## src/rtl/multi_trg_stretch_pkg.sv

```systemverilog
// Shared definitions for the multi-channel trigger stretcher: channel FSM
// state encoding, default geometry and the coincidence threshold width.
package multi_trg_stretch_pkg;

    localparam int DEF_NCH     = 4;
    localparam int DEF_CW      = 8;
    localparam int COINC_THR_W = 5;

    typedef enum logic [3:0] {
        ST_IDLE    = 4'b0001,
        ST_DELAY   = 4'b0010,
        ST_PULSE   = 4'b0100,
        ST_WAITLOW = 4'b1000
    } chanState_t;

endpackage

```

## src/rtl/multi_trg_stretch_chan.sv

```systemverilog
// Single trigger channel: accepts a level request, waits the latched delay,
// emits a pulse of the latched length, then waits for the request to drop.
module trg_stretch_chan
    import multi_trg_stretch_pkg::*;
#(
    parameter int CW = DEF_CW
) (
    input  logic          Clock,
    input  logic          Reset,
    input  logic          TReqIn,
    input  logic          ChanEn,
    input  logic [CW-1:0] TrgDly,
    input  logic [CW-1:0] TrgLen,
    output logic          TrgPls,
    output logic          Busy
);

    localparam logic [CW-1:0] ONE = {{(CW-1){1'b0}}, 1'b1};

    chanState_t    state;
    chanState_t    nextState;
    logic [CW-1:0] cnt;
    logic [CW-1:0] dlyLat;
    logic [CW-1:0] lenLat;
    logic [CW-1:0] lenLast;
    logic          accept;
    logic          lastDelay;
    logic          lastPulse;

    // A zero length behaves as a one-clock pulse, so the terminal count is
    // clamped at zero rather than wrapping to all ones.
    assign lenLast   = (lenLat == '0) ? '0 : (lenLat - ONE);
    assign accept    = TReqIn & ChanEn;
    assign lastDelay = (cnt == (dlyLat - ONE));
    assign lastPulse = (cnt == lenLast);

    // State register plus the counter and the per-trigger latched fields.
    always_ff @(posedge Clock or negedge Reset) begin
        if (!Reset) begin
            state  <= ST_IDLE;
            cnt    <= '0;
            dlyLat <= '0;
            lenLat <= '0;
        end else begin
            state <= nextState;
            case (state)
                ST_IDLE: begin
                    cnt <= '0;
                    if (accept) begin
                        dlyLat <= TrgDly;
                        lenLat <= TrgLen;
                    end
                end
                ST_DELAY: cnt <= lastDelay ? '0 : (cnt + ONE);
                ST_PULSE: cnt <= lastPulse ? '0 : (cnt + ONE);
                default:  cnt <= '0;
            endcase
        end
    end

    // Next-state logic; request activity is only looked at in IDLE and WAITLOW.
    always_comb begin
        nextState = state;
        case (state)
            ST_IDLE: begin
                if (accept) begin
                    nextState = (TrgDly == '0) ? ST_PULSE : ST_DELAY;
                end
            end
            ST_DELAY: begin
                if (lastDelay) begin
                    nextState = ST_PULSE;
                end
            end
            ST_PULSE: begin
                if (lastPulse) begin
                    nextState = ST_WAITLOW;
                end
            end
            ST_WAITLOW: begin
                if (!TReqIn) begin
                    nextState = ST_IDLE;
                end
            end
            default: nextState = ST_IDLE;
        endcase
    end

    always_comb begin
        TrgPls = (state == ST_PULSE);
        Busy   = (state != ST_IDLE);
    end

endmodule

```

## src/rtl/multi_trg_stretch.sv

```systemverilog
// Multi-channel fast-OR trigger stretcher with optional registered coincidence
// output; define TRG_COINC_EN to build the coincidence counter.
module multi_trg_stretch
    import multi_trg_stretch_pkg::*;
#(
    parameter int NCH = DEF_NCH,
    parameter int CW  = DEF_CW
) (
    input  logic                   Clock,
    input  logic                   Reset,
    input  logic [NCH-1:0]         TReqIn,
    input  logic [NCH-1:0]         ChanEn,
    input  logic [NCH*CW-1:0]      TrgDly,
    input  logic [NCH*CW-1:0]      TrgLen,
    input  logic [COINC_THR_W-1:0] CoincThr,
    output logic [NCH-1:0]         TrgPls,
    output logic                   TrgCoinc,
    output logic [NCH-1:0]         Busy
);

    for (genvar i = 0; i < NCH; i++) begin : genChan
        trg_stretch_chan #(
            .CW(CW)
        ) uChan (
            .Clock (Clock),
            .Reset (Reset),
            .TReqIn(TReqIn[i]),
            .ChanEn(ChanEn[i]),
            .TrgDly(TrgDly[i*CW +: CW]),
            .TrgLen(TrgLen[i*CW +: CW]),
            .TrgPls(TrgPls[i]),
            .Busy  (Busy[i])
        );
    end

`ifdef TRG_COINC_EN
    logic [COINC_THR_W-1:0] pulseCount;

    always_comb begin
        pulseCount = '0;
        for (int i = 0; i < NCH; i++) begin
            pulseCount = pulseCount + {{(COINC_THR_W-1){1'b0}}, TrgPls[i]};
        end
    end

    // A zero threshold disables the flag instead of asserting it permanently.
    always_ff @(posedge Clock or negedge Reset) begin
        if (!Reset) begin
            TrgCoinc <= 1'b0;
        end else begin
            TrgCoinc <= (CoincThr != '0) && (pulseCount >= CoincThr);
        end
    end
`else
    logic unusedCoincThr;

    assign unusedCoincThr = ^CoincThr;
    assign TrgCoinc       = 1'b0;
`endif

endmodule

```

## config.mk

```make
export PLATFORM = sky130hd
export DESIGN_NAME = multi_trg_stretch
export DESIGN_NICKNAME = d
export VERILOG_FILES = /design/src/rtl/multi_trg_stretch_pkg.sv /design/src/rtl/multi_trg_stretch_chan.sv /design/src/rtl/multi_trg_stretch.sv
export SDC_FILE = /design/constraint.sdc
export NUM_CORES = 1
export LEC_CHECK = 0
export BUFFER_PORTS_ARGS = -buffer_cell sky130_fd_sc_hd__buf_2
export CAP_MARGIN = 20
export CORE_AREA = 2 2 145 90
export DETAILED_ROUTE_END_ITERATION = 7
export DIE_AREA = 0 0 147 92
export HOLD_SLACK_MARGIN = 0.15
export PLACE_DENSITY_LB_ADDON = 0.25
export SETUP_SLACK_MARGIN = 0.1
export SYNTH_ARGS = -nofsm -noshare
export SYNTH_HDL_FRONTEND = slang
export SYNTH_SLANG_ARGS = --single-unit
```

## constraint.sdc

```tcl
create_clock -name Clock -period 6.84 [get_ports Clock]
set_input_delay 0.684 -clock Clock [delete_from_list [all_inputs] [get_ports Clock]]
set_output_delay 0.684 -clock Clock [all_outputs]
set_load 0.05 [all_outputs]
```

# Word-level counts from Yosys, hierarchy flattened
# Cells that the tools add are included.
# word_totals
ff_bits	112
inputBits	79
output_inout_bits	9
word_cells	132
# classes
add_sub_neg	12
eq_ne	44
mux	40
bitwise_logic	4
n_reduce_logical	16
# op_table
cell	count
8-bit 2-to-1 mux	12
8-bit equality test	8
8-bit zero test	8
4-bit 2-to-1 mux	16
4-bit case mux with 4 select lines	4
8-bit case mux with 2 select lines	4
8-bit by 1-bit subtractor with 8-bit output, second input constant	8
8-bit by 1-bit adder with 8-bit output, second input constant	4
4-bit by 1-bit equality test with 1-bit output, second input constant	4
4-bit by 2-bit equality test with 1-bit output, second input constant	4
4-bit by 3-bit equality test with 1-bit output, second input constant	4
4-bit equality test, second input constant	4
2-bit by 1-bit != test with 1-bit output, second input constant	8
2-bit != test, second input constant	8
4-bit by 1-bit != test with 1-bit output, second input constant	4
4-bit AND reduction	4
3-bit 2-to-1 mux	4
2-bit AND reduction	4
1-bit bitwise AND	4

# Depth between registers and ports, before layout
# Gate-level depths: netlist (run 1).
# logic_depth
word_depth	5
ltp_mapped	11

# By module
# A second synthesis (run 1) with hierarchy kept.
# unflattened
hier_cells	833
hier_area_um2	7584.8
# by_module_without_submodules
mod	instances	cells_per_inst	area_per_inst_um2	seq_area_each_um2
trg_stretch_chan (genChan[0].uChan ...)	3	206	1880.6	701.9
trg_stretch_chan (genChan[3].uChan)	1	213	1931.9	701.9
multi_trg_stretch	1	2	11.3	0.0

# Worst setup path after synthesis (run 1)
# OpenSTA, ideal clock, no wires.
# synth_path
path_type	register to register
from	register genChan[0].uChan.lenLat[0]
to	register genChan[0].uChan.state[2]
setup_ps	119
t_arrival_ps	2458
slack_ps	4263
path_stages_with_launch	10
period_less_slack_ps	2577
cell_sequence	dfrtp_1 inv_1 ha_1 buf_4 nor3b_1 nor4_1 or3_1 a2111o_1 o21ai_4 a21bo_1
# synth_via
elab_chain_len	5
elab_cells_between_ends	6
# synth_lines
element	line_no	source
start: declaration	multi_trg_stretch_chan.sv:24	logic [CW-1:0] lenLat;
start signal: assignment	multi_trg_stretch_chan.sv:51	lenLat <= TrgLen;
8-bit by 1-bit subtractor with 8-bit output / 8-bit zero test (equally long branches)	multi_trg_stretch_chan.sv:32	assign lenLast = (lenLat == '0) ? '0 : (lenLat - ONE);
8-bit 2-to-1 mux *	multi_trg_stretch_chan.sv:32	
8-bit equality test *	multi_trg_stretch_chan.sv:35	assign lastPulse = (cnt == lenLast);
2-bit != test (no line) *	--	
4-bit AND reduction (no line) *	--	
end signal: assignment	multi_trg_stretch_chan.sv:45	state <= nextState;
end: declaration	multi_trg_stretch_chan.sv:20	chanState_t state;
# Mark *: on every way between the ends. The rest lies on a longest branch, timed or not.
# A chain may end at the register's enable or synchronous reset.

# Worst setup path after layout (run 1)
# Ends and elaborated chain as after synthesis.

==> summary.txt, run 1 <==
GRT
  – Tot GR Track Use: 0.2631
  – Largest net degree at the start of global routing: 60
  – Vias in the first global route: a little over 6000
  – Antenna violations before repair: 0
  – Total gr overflow: 0
  – First-pass GRT wire length: between 20000 and 30000 um

Logic synthesis
  – Top post-synthesis cells by area: dfrtp_1 (36%), mux2_2 (8.5%), xnor2_1 (6.7%)
  – Sequential area share after synthesis: 0.3791
  – Top cell type's share of synthesized area: 0.3649
  – Synth Register Bits: between 100 and 150
  – EDFF count, synth: 0
  – Ys async rst share: 1.000
  – Syn Inst Count: just under 800
  – Post-synth cell types: 85
  – Average size of a mapped cell: around 9.4 um^2
  – Synth Flop Type: dfrtp_1
  – Synth warnings: 0
  – Syn nets: just under 900
  – Leading area contributor after synthesis: dfrtp_1
  – Post-synthesis cell area: ~7400 um^2

Setup path
  – R2r setup slk: 3740 ps
  – Worst Setup EP: genChan[0].uChan.state[2]
  – Crit path max fanout: 9
  – Reg-to-reg endpoint: genChan[0].uChan.state[2]
  – Worst Setup End Kind: flip-flop
  – Worst Path Arrival: ~3400 ps
  – Critical Path RT: a little over 7000 ps
  – Startpoint Class: flip-flop
  – Crit path from: genChan[0].uChan.lenLat[0]
  – Critical path class: flip-flop to flip-flop
  – Worst reg-to-reg path cell count: 8
  – Reg-to-Reg Start: genChan[0].uChan.lenLat[0]

Final layout
  – Most frequent cells in the layout: dfrtp_1 (108), buf_2 (80), xnor2_1 (57)
  – Share of layout cells above drive strength 1: 0.2221
  – Final #Nets: between 900 and 1000
  – Footprint of the multi-input gates: 4243 um^2
  – Fill cell count: around 1000
  – Register Area: 2808 um^2
  – Most common cell after layout, fill and taps aside: dfrtp_1
  – Core Util, Final: 0.6573
  – N_diodes: 0
  – Synth-to-Final Area Change: 10.15%

Floorplanning
  – Core area: approximately 12000 um^2
  – Io pins: between 80 and 90
  – # rows: 32
  – Starting Density: 0.5967
  – Die Height: between 90 and 100 um
  – Die X: approximately 150 um
  – DIE AREA: 13520 um^2

Power and ir drop
  – Sw Ratio: 0.4186
  – Pleak: 0.003236 uW
  – P per Cell Area: roughly 380 nW/um^2
  – Worst VDD drop: 0.0002139 V
  – Sequential Power Share: 0.390
  – Combinational power share: 0.428
  – Net Sw Power: approximately 1300 uW
  – Internal: about 1800 uW
  – Clock power share: 0.181

Detailed routing
  – Vias/cell: about 6.3
  – WL/cell: roughly 17 um
  – Drt pass-1 iters: 5
  – Drt total wl: 16950 um
  – DR iter-0 viols: about 570
  – # DRC: 0
  – Final ANT Viol Nets: 0
  – DR vias: roughly 6300

Clocking
  – Post-CTS Hold Fix Bufs: 0
  – Clock transition at the registers of the reported paths: 80 ps
  – Root buffer cell: clkbuf_16
  – Later-pin clock latency in the skew report: 360 ps
  – CTS buffer count: 9
  – CTS tree: yes
  – H-tree depth: 3
  – Post-CTS Setup Inserts: 0
  – Clk buf depth: 2
  – Clk sinks: approximately 110
  – Post-CTS sizing: 0

STA
  – Slew Limit Fails: 0
  – Setup violators final: 0
  – Max Freq: between 300 and 400 MHz
  – Fin Clk Skew: roughly 10 ps
  – Crit path time final: ~3100 ps
  – Setup TNS Final: 0 ps
  – Slew Limit Headroom: 0.3475
  – Final Hold Viols: 0
  – RSZ-0062 raised after global routing: false
  – Pin slew with the least headroom to its limit: around 970 ps
  – Period utilisation layout: 0.4539

Placed design
  – GP Congestion: 0.9333
  – Dpl hpwl: 12660 um
  – PortBufs: just over 80

Flow run
  – Max Cap Viol: 0

Min path
  – Hold Path Class: input pin to asynchronous set/reset pin

Run status
  – Status: finished clean
==> per-stage QoR <==
stage	hold WS, ps	instance area [um^2]	instances	worst slack (ps)	total power (uW)
after global placement	508.8	7825	994	3931	2447
after detailed placement	508.0	7844	996	3823	2535
after floorplan	388.4	7406	786	4263	2236
final	345.9	8158	1012	3735	3108
after CTS	378.4	8158	1012	3814	3107
after global routing	407.2	8158	1012	3606	3335
==> area by class of cell <==
cell class                      count  share of cell area
Clock buffer                       10             0.02929
Clock inverter                      6            0.009202
Inverter                           37             0.01702
Multi-Input combinational cell    592              0.5201
Sequential cell                   112              0.3442
Tap cell                          170             0.02607
Timing Repair Buffer               85             0.05414
==> synth_stat cells, types with 3 or more instances <==
library cell,number
dfrtp_1,108
xnor2_1,57
mux2_2,56
nor2_1,49
nand2_1,48
a21oi_1,42
inv_1,37
o21ai_0,32
clkbuf_1,31
nor3_1,27
nand3_1,24
xor2_1,19
a31oi_1,18
or4_1,17
ha_1,12
nand2b_1,11
buf_4,10
nand3b_1,10
nand4_1,10
nor4_1,9
o21a_1,9
or3_1,7
o31ai_1,6
a211oi_1,5
a21boi_0,5
a22oi_1,5
and3_1,5
nor2b_1,5
nor3b_1,5
a21o_1,4
a22o_1,4
a41oi_1,4
and2_1,4
dfstp_2,4
o22ai_1,4
or2_2,4
or4_4,4
a211o_1,3
a41o_1,3
o2111ai_1,3
o211ai_1,3
o32a_1,3
==> registers in the layout, summed over array words and instances (netlist names) <==
| signal | cells |
|---|---|
| genChan.uChan.lenLat | 32 |
| genChan.uChan.dlyLat | 32 |
| genChan.uChan.cnt | 32 |
| genChan.uChan.state | 16 |
==> per-layer routing <==
| metal | global-route usage | vias up | part of all wire |
|---|---|---|---|
| li1 | - | 2983 | - |
| met1 | 0.3722 | 3115 | 0.46 |
| met2 | 0.4124 | 190 | 0.46 |
| met3 | 0.05323 | 40 | 0.059 |
| met4 | 0.07772 | 0 | 0.020 |
| met5 | 0 | - | 0 |
==> power groups by stage <==
| stage | clock (uW) | combinational [uW] | sequential (uW) |
|---|---|---|---|
| finish | 564 | 1330 | 1210 |
| global route | 600 | 1480 | 1260 |
| CTS | 573 | 1330 | 1210 |
| detailed placement | 0 | 1320 | 1220 |
| global placement | 0 | 1250 | 1200 |
| floorplan | 0 | 1150 | 1090 |
==> critical path, cell delays in order, from the launching register on <==
cell	delay, ps
dfrtp_1	450
inv_1	90
ha_1	320
nor3b_1	690
nor4_1	140
or3_1	370
a2111o_1	420
o21ai_4	270
a21bo_1	240
==> how the worst min path moves through the flow <==
| stage | startpoint | slack [ps] | to |
|---|---|---|---|
| after floorplan | Reset | 390 | genChan[0].uChan.cnt[0] |
| final | Reset | 350 | genChan[2].uChan.dlyLat[6] |
| after detailed placement | genChan[2].uChan.state[1] | 510 | genChan[2].uChan.state[3] |
| after global routing | Reset | 410 | genChan[2].uChan.dlyLat[6] |
| after CTS | Reset | 380 | genChan[2].uChan.dlyLat[6] |
| after global placement | genChan[2].uChan.state[1] | 510 | genChan[2].uChan.state[3] |
==> cell families after synthesis <==
family                     synth area share
adders and majority gates           0.02027
and+or+nand+nor                      0.1985
AOI/OAI and AO/OA                    0.1727
DFF                                  0.3791
buffers and inverters               0.04798
xor gates and xnor gates            0.09309
other                             0.0005064
muxes                               0.08785
No activity file was read; power rests on OpenSTA's default activity.
==> run 2, diff against run 1 <==
--- a/config.mk
+++ b/config.mk
@@ -7,9 +7,9 @@
 export LEC_CHECK = 0
 export BUFFER_PORTS_ARGS = -buffer_cell sky130_fd_sc_hd__buf_2
 export CAP_MARGIN = 20
-export CORE_AREA = 2 2 145 90
+export CORE_AREA = 2 2 155 96
 export DETAILED_ROUTE_END_ITERATION = 7
-export DIE_AREA = 0 0 147 92
+export DIE_AREA = 0 0 157 98
 export HOLD_SLACK_MARGIN = 0.15
 export PLACE_DENSITY_LB_ADDON = 0.25
 export SETUP_SLACK_MARGIN = 0.1
==> constraint.sdc (replaced) <==
create_clock -name Clock -period 2.6 [get_ports Clock]
set_input_delay 0.26 -clock Clock [delete_from_list [all_inputs] [get_ports Clock]]
set_output_delay 0.26 -clock Clock [all_outputs]
set_load 0.05 [all_outputs]
==> run 2 against run 1 <==
Cell count increased by 11%. Flip-flop and latch count stayed put. Via count is 4.8% higher. Core utilization increased by 0.10 points. Global-route usage down 1.7 points. Critical path depth is the same. Combinational power increased to 3.3 times the previous value. Clock power grew to 2.8 times the previous value. Worst hold slack lost 190 ps. Count of clock-buffer cells in the layout down 1. Sequential power rose to 2.6 times the previous value. Wire length grew 12%. Critical path type unchanged. Critical endpoint is now genChan[3].uChan.state[2]. Largest cell class unchanged.
==> summary.txt, run 2 (synthesized netlist as in run 1, its figures left out) <==
Power and ir drop
  – Worst VDD drop: between 0.0006 and 0.0007 V
  – Pleak: 0.003705 uW
  – P per Cell Area: around 980 nW/um^2

Setup path
  – Worst Setup End Kind: flip-flop
  – Critical path class: flip-flop to flip-flop
  – Crit path max fanout: 3
  – Worst reg-to-reg path cell count: 8
  – Startpoint Class: flip-flop
  – Critical Path RT: between 2000 and 3000 ps
  – Worst Path Arrival: between 2000 and 3000 ps

Floorplanning
  – DIE AREA: between 15000 and 20000 um^2
  – Starting Density: 0.5259
  – Die X: 157 um
  – Io pins: 88
  – Die Height: slightly below 100 um
  – # rows: 34
  – Core area: about 14000 um^2

Clocking
  – Clk sinks: about 110
  – CTS buffer count: 9
  – H-tree depth: 3
  – CTS tree: yes
  – Later-pin clock latency in the skew report: around 350 ps
  – Root buffer cell: clkbuf_16
  – Clk buf depth: 2
  – Clock transition at the registers of the reported paths: roughly 80 ps

Final layout
  – Finished Cell Area: roughly 9300 um^2
  – Most frequent cells in the layout: dfrtp_1 (104), buf_2 (80), xnor2_1 (56), mux2_2 (56), nor2_1 (49)
  – Most common cell after layout, fill and taps aside: dfrtp_1
  – Synth-to-Final Area Change: 25.16%
  – Final #Nets: between 1000 and 1500
  – Register Area: around 2800 um^2
  – Share of layout cells above drive strength 1: 0.3093
  – Regs by FF count: genChan.uChan.cnt x32, genChan.uChan.dlyLat x32, genChan.uChan.lenLat x32
  – Footprint of the multi-input gates: 4529 um^2
  – Fill cell count: 1058
  – Final Non-Filler Cells: 1126
  – N_diodes: 0

Min path
  – Hold Path Stages: 2
  – Hold Path Class: input pin to flip-flop

Detailed routing
  – Routed met2 length: 8945 um
  – Final ANT Viol Nets: 0
  – Met1 Routed Length: 8861 um
  – DR iter-0 viols: 446
  – Routed wl met3: 925 um
  – Top layer in use: met4
  – DR vias: 6630
  – Drt pass-1 iters: 5
  – WL/cell: around 17 um
  – # DRC: 0
  – Vias/cell: 5.888
  – Drt total wl: approximately 19000 um

STA
  – Setup WS post-layout: 70.53 ps
  – Slew Limit Fails: 0
  – Pin slew with the least headroom to its limit: 650.5 ps
  – Crit path time final: about 2500 ps
  – Period utilisation layout: 0.9729
  – Slew Limit Headroom: 0.5602
  – RSZ-0062 raised after global routing: true
  – Final Hold Viols: 0
  – Setup violators final: 0
  – Setup TNS Final: 0 ps
  – Max Freq: ~400 MHz
  – Fin Clk Skew: 11.83 ps

Placed design
  – Inst Count DP: around 1100
  – PortBufs: 81
  – GP Congestion: 0.9104
  – Dpl cell area: roughly 8000 um^2
  – Dpl hpwl: between 10000 and 15000 um
  – Worst slack at placement: -29.68 ps

GRT
  – Total gr overflow: 0
  – Tot GR Track Use: 0.2460
  – Antenna violations before repair: 0
  – Vias in the first global route: roughly 6400
  – First-pass GRT wire length: about 31000 um
  – Largest net degree at the start of global routing: 60

Flow run
  – Max Cap Viol: 0

Run status
  – Status: finished clean
-- run 2: cell count changes in the layout (fill, tap and decap cells not counted), sizes merged --
| cell | previous run | this run |
|---|---|---|
| clkbuf | 10 | 9 |
| buf | 85 | 132 |
| dlygate4sd3 | 0 | 39 |
| bufinv | 1 | 2 |
-- run 2: stage by stage --
step / hold WS (ps) / power (uW) / util
floorplan: -35.59 / 5888 / -
global placement: 197.3 / 6700 / 0.5783
detailed placement: 203.0 / 6895 / 0.5783
CTS: 151.0 / 8674 / 0.6355
global route: 152.0 / 9711 / 0.6583
finish: 154.1 / 9108 / 0.6583
-- run 2: worst max-delay path, stage by stage, from the launching register on --
cell and delay, ps:
dfrtp_1 410, inv_2 90, ha_4 130, or4b_4 500
nor4b_4 300, o21a_1 170, o2111ai_2 140, or4_4 470
a22o_1 220
-- run 2: where the power goes --
| part | internal [uW] | total, uW | switching (uW) |
|---|---|---|---|
| clock | 859 | 1560 | 699 |
| combinational | 2160 | 4430 | 2270 |
| sequential | 2300 | 3120 | 821 |
| total | 5320 | 9110 | 3790 |
-- run 2: worst paths after layout --
path | startpoint | end | slack, ps
worst max-delay path | genChan[3].uChan.lenLat[1] | genChan[3].uChan.state[2] | 70
worst min-delay path | TrgDly[15] | genChan[1].uChan.dlyLat[7] | 150
worst max register to register | genChan[3].uChan.lenLat[1] | genChan[3].uChan.state[2] | 70
worst min register to register | genChan[2].uChan.state[1] | genChan[2].uChan.state[3] | 540
max in group asynchronous | Reset | genChan[3].uChan.state[0] | 1480
min in group asynchronous | Reset | genChan[2].uChan.dlyLat[3] | 370
-- run 2: cell type report --
type | instances | area share
clock buffers | 9 | 0.02430
clock inverters | 7 | 0.01093
inverters | 37 | 0.01498
multi-input cells | 592 | 0.4887
flip-flops and latches | 112 | 0.3035
well taps | 198 | 0.02673
repair buffers | 171 | 0.1309
-- run 2: repair_timing --
action / 4_1_cts / 5_1_grt
resized for setup: 11 / 54
hold endpoints to repair: 64 / 1
pin swaps: 8 / 26
hold buffers: 38 / 1
setup endpoints to repair: 19 / 30
buffers inserted: 7 / 9
-- run 2: per-layer routing --
metal  global-route usage  vias to the layer above
met2               0.4008                      211
met4              0.05222                        0
met5                    0                        -
met3              0.04483                       36
met1               0.3446                     3228
li1                     -                     3155
==> run 3, diff against run 2 <==
--- a/config.mk
+++ b/config.mk
@@ -5,11 +5,12 @@
 export SDC_FILE = /design/constraint.sdc
 export NUM_CORES = 1
 export LEC_CHECK = 0
+export ABC_AREA = 1
 export BUFFER_PORTS_ARGS = -buffer_cell sky130_fd_sc_hd__buf_2
 export CAP_MARGIN = 20
-export CORE_AREA = 2 2 155 96
+export CORE_AREA = 2 2 154 96
 export DETAILED_ROUTE_END_ITERATION = 7
-export DIE_AREA = 0 0 157 98
+export DIE_AREA = 0 0 156 98
 export HOLD_SLACK_MARGIN = 0.15
 export PLACE_DENSITY_LB_ADDON = 0.25
 export SETUP_SLACK_MARGIN = 0.1
==> run 3 against run 2 <==
Count of clock-buffer cells in the layout is 1 higher. Setup slack gained 270 ps. Worst hold slack better by 1.1 ps. Largest power group unchanged.
==> summary.txt, run 3 <==
Logic synthesis
  – Ys async rst share: 1.000
  – Sequential area share after synthesis: 0.3823
  – Post-synth cell types: 33
  – Synth Flop Type: dfrtp_1
  – Syn nets: between 1000 and 1500
  – Synth warnings: 0
  – Post-synthesis cell area: approximately 7300 um^2
  – Synth cell count leaders: nand2_1 (253), nor2_1 (173), inv_1 (159)
  – Top cell type's share of synthesized area: 0.3680
  – Syn Inst Count: ~1100
  – Average size of a mapped cell: slightly below 7 um^2
  – Top post-synthesis cells by area: dfrtp_1 (37%), nand2_1 (13%), nor2_1 (8.8%)
  – Synth Register Bits: roughly 110
  – EDFF count, synth: 0
  – Leading area contributor after synthesis: dfrtp_1
  – Most common cell in the netlist: nand2_1

Setup path
  – Most frequent CP cell: nand2_1
  – Worst Path Arrival: roughly 2500 ps
  – Critical path class: flip-flop to flip-flop
  – Worst Setup End Kind: flip-flop
  – Critical Path RT: between 2000 and 3000 ps
  – Crit path max fanout: 11
  – Startpoint Class: flip-flop
  – CP max stage cell: dfrtp_1
  – CP Cell Sequence: inv_1 > ha_1 > nand2_1 > nor2_2 > inv_2 > nand3_1 > nand2_1 > nand2_1 > nand2_1 > nor2_1 > nand2_1 > a21oi_4 > nor2_1
  – Max incr delay on CP: roughly 400 ps
  – R2r setup slk: around 350 ps

Placed design
  – Worst slack at placement: 370.5 ps
  – GP Congestion: 0.8469
  – Inst Count DP: 1302
  – Dpl hpwl: 12400 um
  – PortBufs: 81

STA
  – Crit path time final: between 2000 and 2500 ps
  – Pin slew with the least headroom to its limit: between 600 and 700 ps
  – Slew Limit Headroom: 0.5827
  – Max Freq: between 400 and 500 MHz
  – Hold_ws: around 160 ps
  – Setup WS post-layout: approximately 350 ps
  – Setup TNS Final: 0 ps
  – Period utilisation layout: 0.8671
  – Slew Limit Fails: 0
  – Final Hold Viols: 0
  – Setup violators final: 0
  – Fin Clk Skew: between 8 and 9 ps
  – RSZ-0062 raised after global routing: false

Detailed routing
  – DR vias: 6664
  – WL/cell: about 12 um
  – Vias/cell: between 5 and 6
  – Drt total wl: ~16000 um
  – DR iter-0 viols: approximately 410
  – Final ANT Viol Nets: 0
  – Drt pass-1 iters: 5
  – # DRC: 0

Floorplanning
  – Core area: around 14000 um^2
  – DIE AREA: ~15000 um^2
  – Starting Density: 0.5247
  – Die Height: a little under 100 um
  – Io pins: between 80 and 90
  – # rows: 34
  – Die X: approximately 160 um

Final layout
  – Final Non-Filler Cells: around 1300
  – Regs by FF count: genChan.uChan.cnt x32, genChan.uChan.dlyLat x32, genChan.uChan.lenLat x32
  – Most frequent cells in the layout: nand2_1 (253), nor2_1 (173), inv_1 (158)
  – Share of layout cells above drive strength 1: 0.1184
  – Most common cell after layout, fill and taps aside: nand2_1
  – Synth-to-Final Area Change: 13.12%
  – Final #Nets: 1235
  – N_diodes: 0

Clocking
  – Clk sinks: about 110
  – Clk buf depth: 2
  – H-tree depth: 3
  – CTS tree: yes
  – Root buffer cell: clkbuf_16
  – Clock transition at the registers of the reported paths: about 70 ps
  – Later-pin clock latency in the skew report: roughly 350 ps
  – CTS buffer count: 9

GRT
  – Vias in the first global route: around 5900
  – Tot GR Track Use: 0.2177
  – Total gr overflow: 0
  – Antenna violations before repair: 0
  – First-pass GRT wire length: ~27000 um
  – Largest net degree at the start of global routing: 49

Flow run
  – Max Cap Viol: 0

Min path
  – Hold Path Class: input pin to flip-flop

Power and ir drop
  – Worst VDD drop: 0.0005846 V
  – P per Cell Area: about 990 nW/um^2
  – Pleak: 0.004326 uW

Run status
  – Status: finished clean
## run 3: cell count changes in the layout (fill, tap and decap cells not counted), moves of 38 or more
cell     before  now
inv_1        33  158
mux2_2       56    6
buf_4        48    6
xnor2_1      56   18
nand2_1      48  253
nor2_1       49  173
nand3_1      22  105
## run 3: power breakdown
group / switching, uW / total [uW] / internal (uW)
Sequential: 579 / 2920 / 2350
Combinational: 2370 / 3820 / 1450
Clock: 673 / 1460 / 791
Total: 3620 / 8210 / 4590
## run 3: worst paths after layout
| path | start | endpoint | cells past startpoint |
|---|---|---|---|
| worst max-delay path | genChan[3].uChan.lenLat[0] | genChan[3].uChan.cnt[2] | 13 |
| worst min register to register | genChan[2].uChan.dlyLat[7] | genChan[2].uChan.dlyLat[7] | 2 |
| worst min-delay path | TrgLen[7] | genChan[0].uChan.lenLat[7] | 2 |
| min in group asynchronous | Reset | genChan[2].uChan.lenLat[0] | 2 |
| max in group asynchronous | Reset | genChan[0].uChan.state[0] | 3 |
| worst max register to register | genChan[3].uChan.lenLat[0] | genChan[3].uChan.cnt[2] | 13 |
## run 3: layout make-up
class                   instances  area (um^2)
fillers                      1349         5689
inverters                     161        604.3
flip-flops and latches        112         2808
multi-input cells             762         3780
clock buffers                  10        239.0
clock inverters                 6        75.07
repair buffers                 98        575.6
well taps                     180        225.2
## run 3: cell families after synthesis
group,Yosys count,synth area share
buffers and inverters,186,0.1029
flip-flops,112,0.3823
AO/OA/AOI/OAI,89,0.06952
multiplexers,6,0.009200
AND/OR/NAND/NOR,599,0.3495
XOR/XNOR,55,0.06560
other,1,0.0005107
adder cells (fa/ha/maj),12,0.02045
## run 3: timing repair
action,in CTS,in global routing
endpoints found under the setup margin,0,7
buffers inserted,0,0
hold endpoints to repair,53,0
hold buffers,11,0
resized for setup,0,1
## run 3: per-stage QoR
stage | cell area [um^2] | util | total power, uW
CTS | 8307 | 0.5935 | 8239
finish | 8307 | 0.5935 | 8206
global route | 8307 | 0.5935 | 9025
detailed placement | 7883 | 0.5632 | 6728
floorplan | 7343 | - | 5952
global placement | 7883 | 0.5632 | 6622
## run 3: worst max-delay path: cells and delay by family (launching register included)
kind,cells,cell delay [ps]
AO/OA/AOI/OAI,1,280
AND/OR/NAND/NOR,9,910
adder cells (fa/ha/maj),1,270
buffers and inverters,2,290
flip-flops,1,400
## run 3: layer usage
metal,part of all wire,global-route usage
met3,0.052,0.03862
met4,0.0058,0.03952
met2,0.40,0.3186
met1,0.54,0.3394
met5,0,0
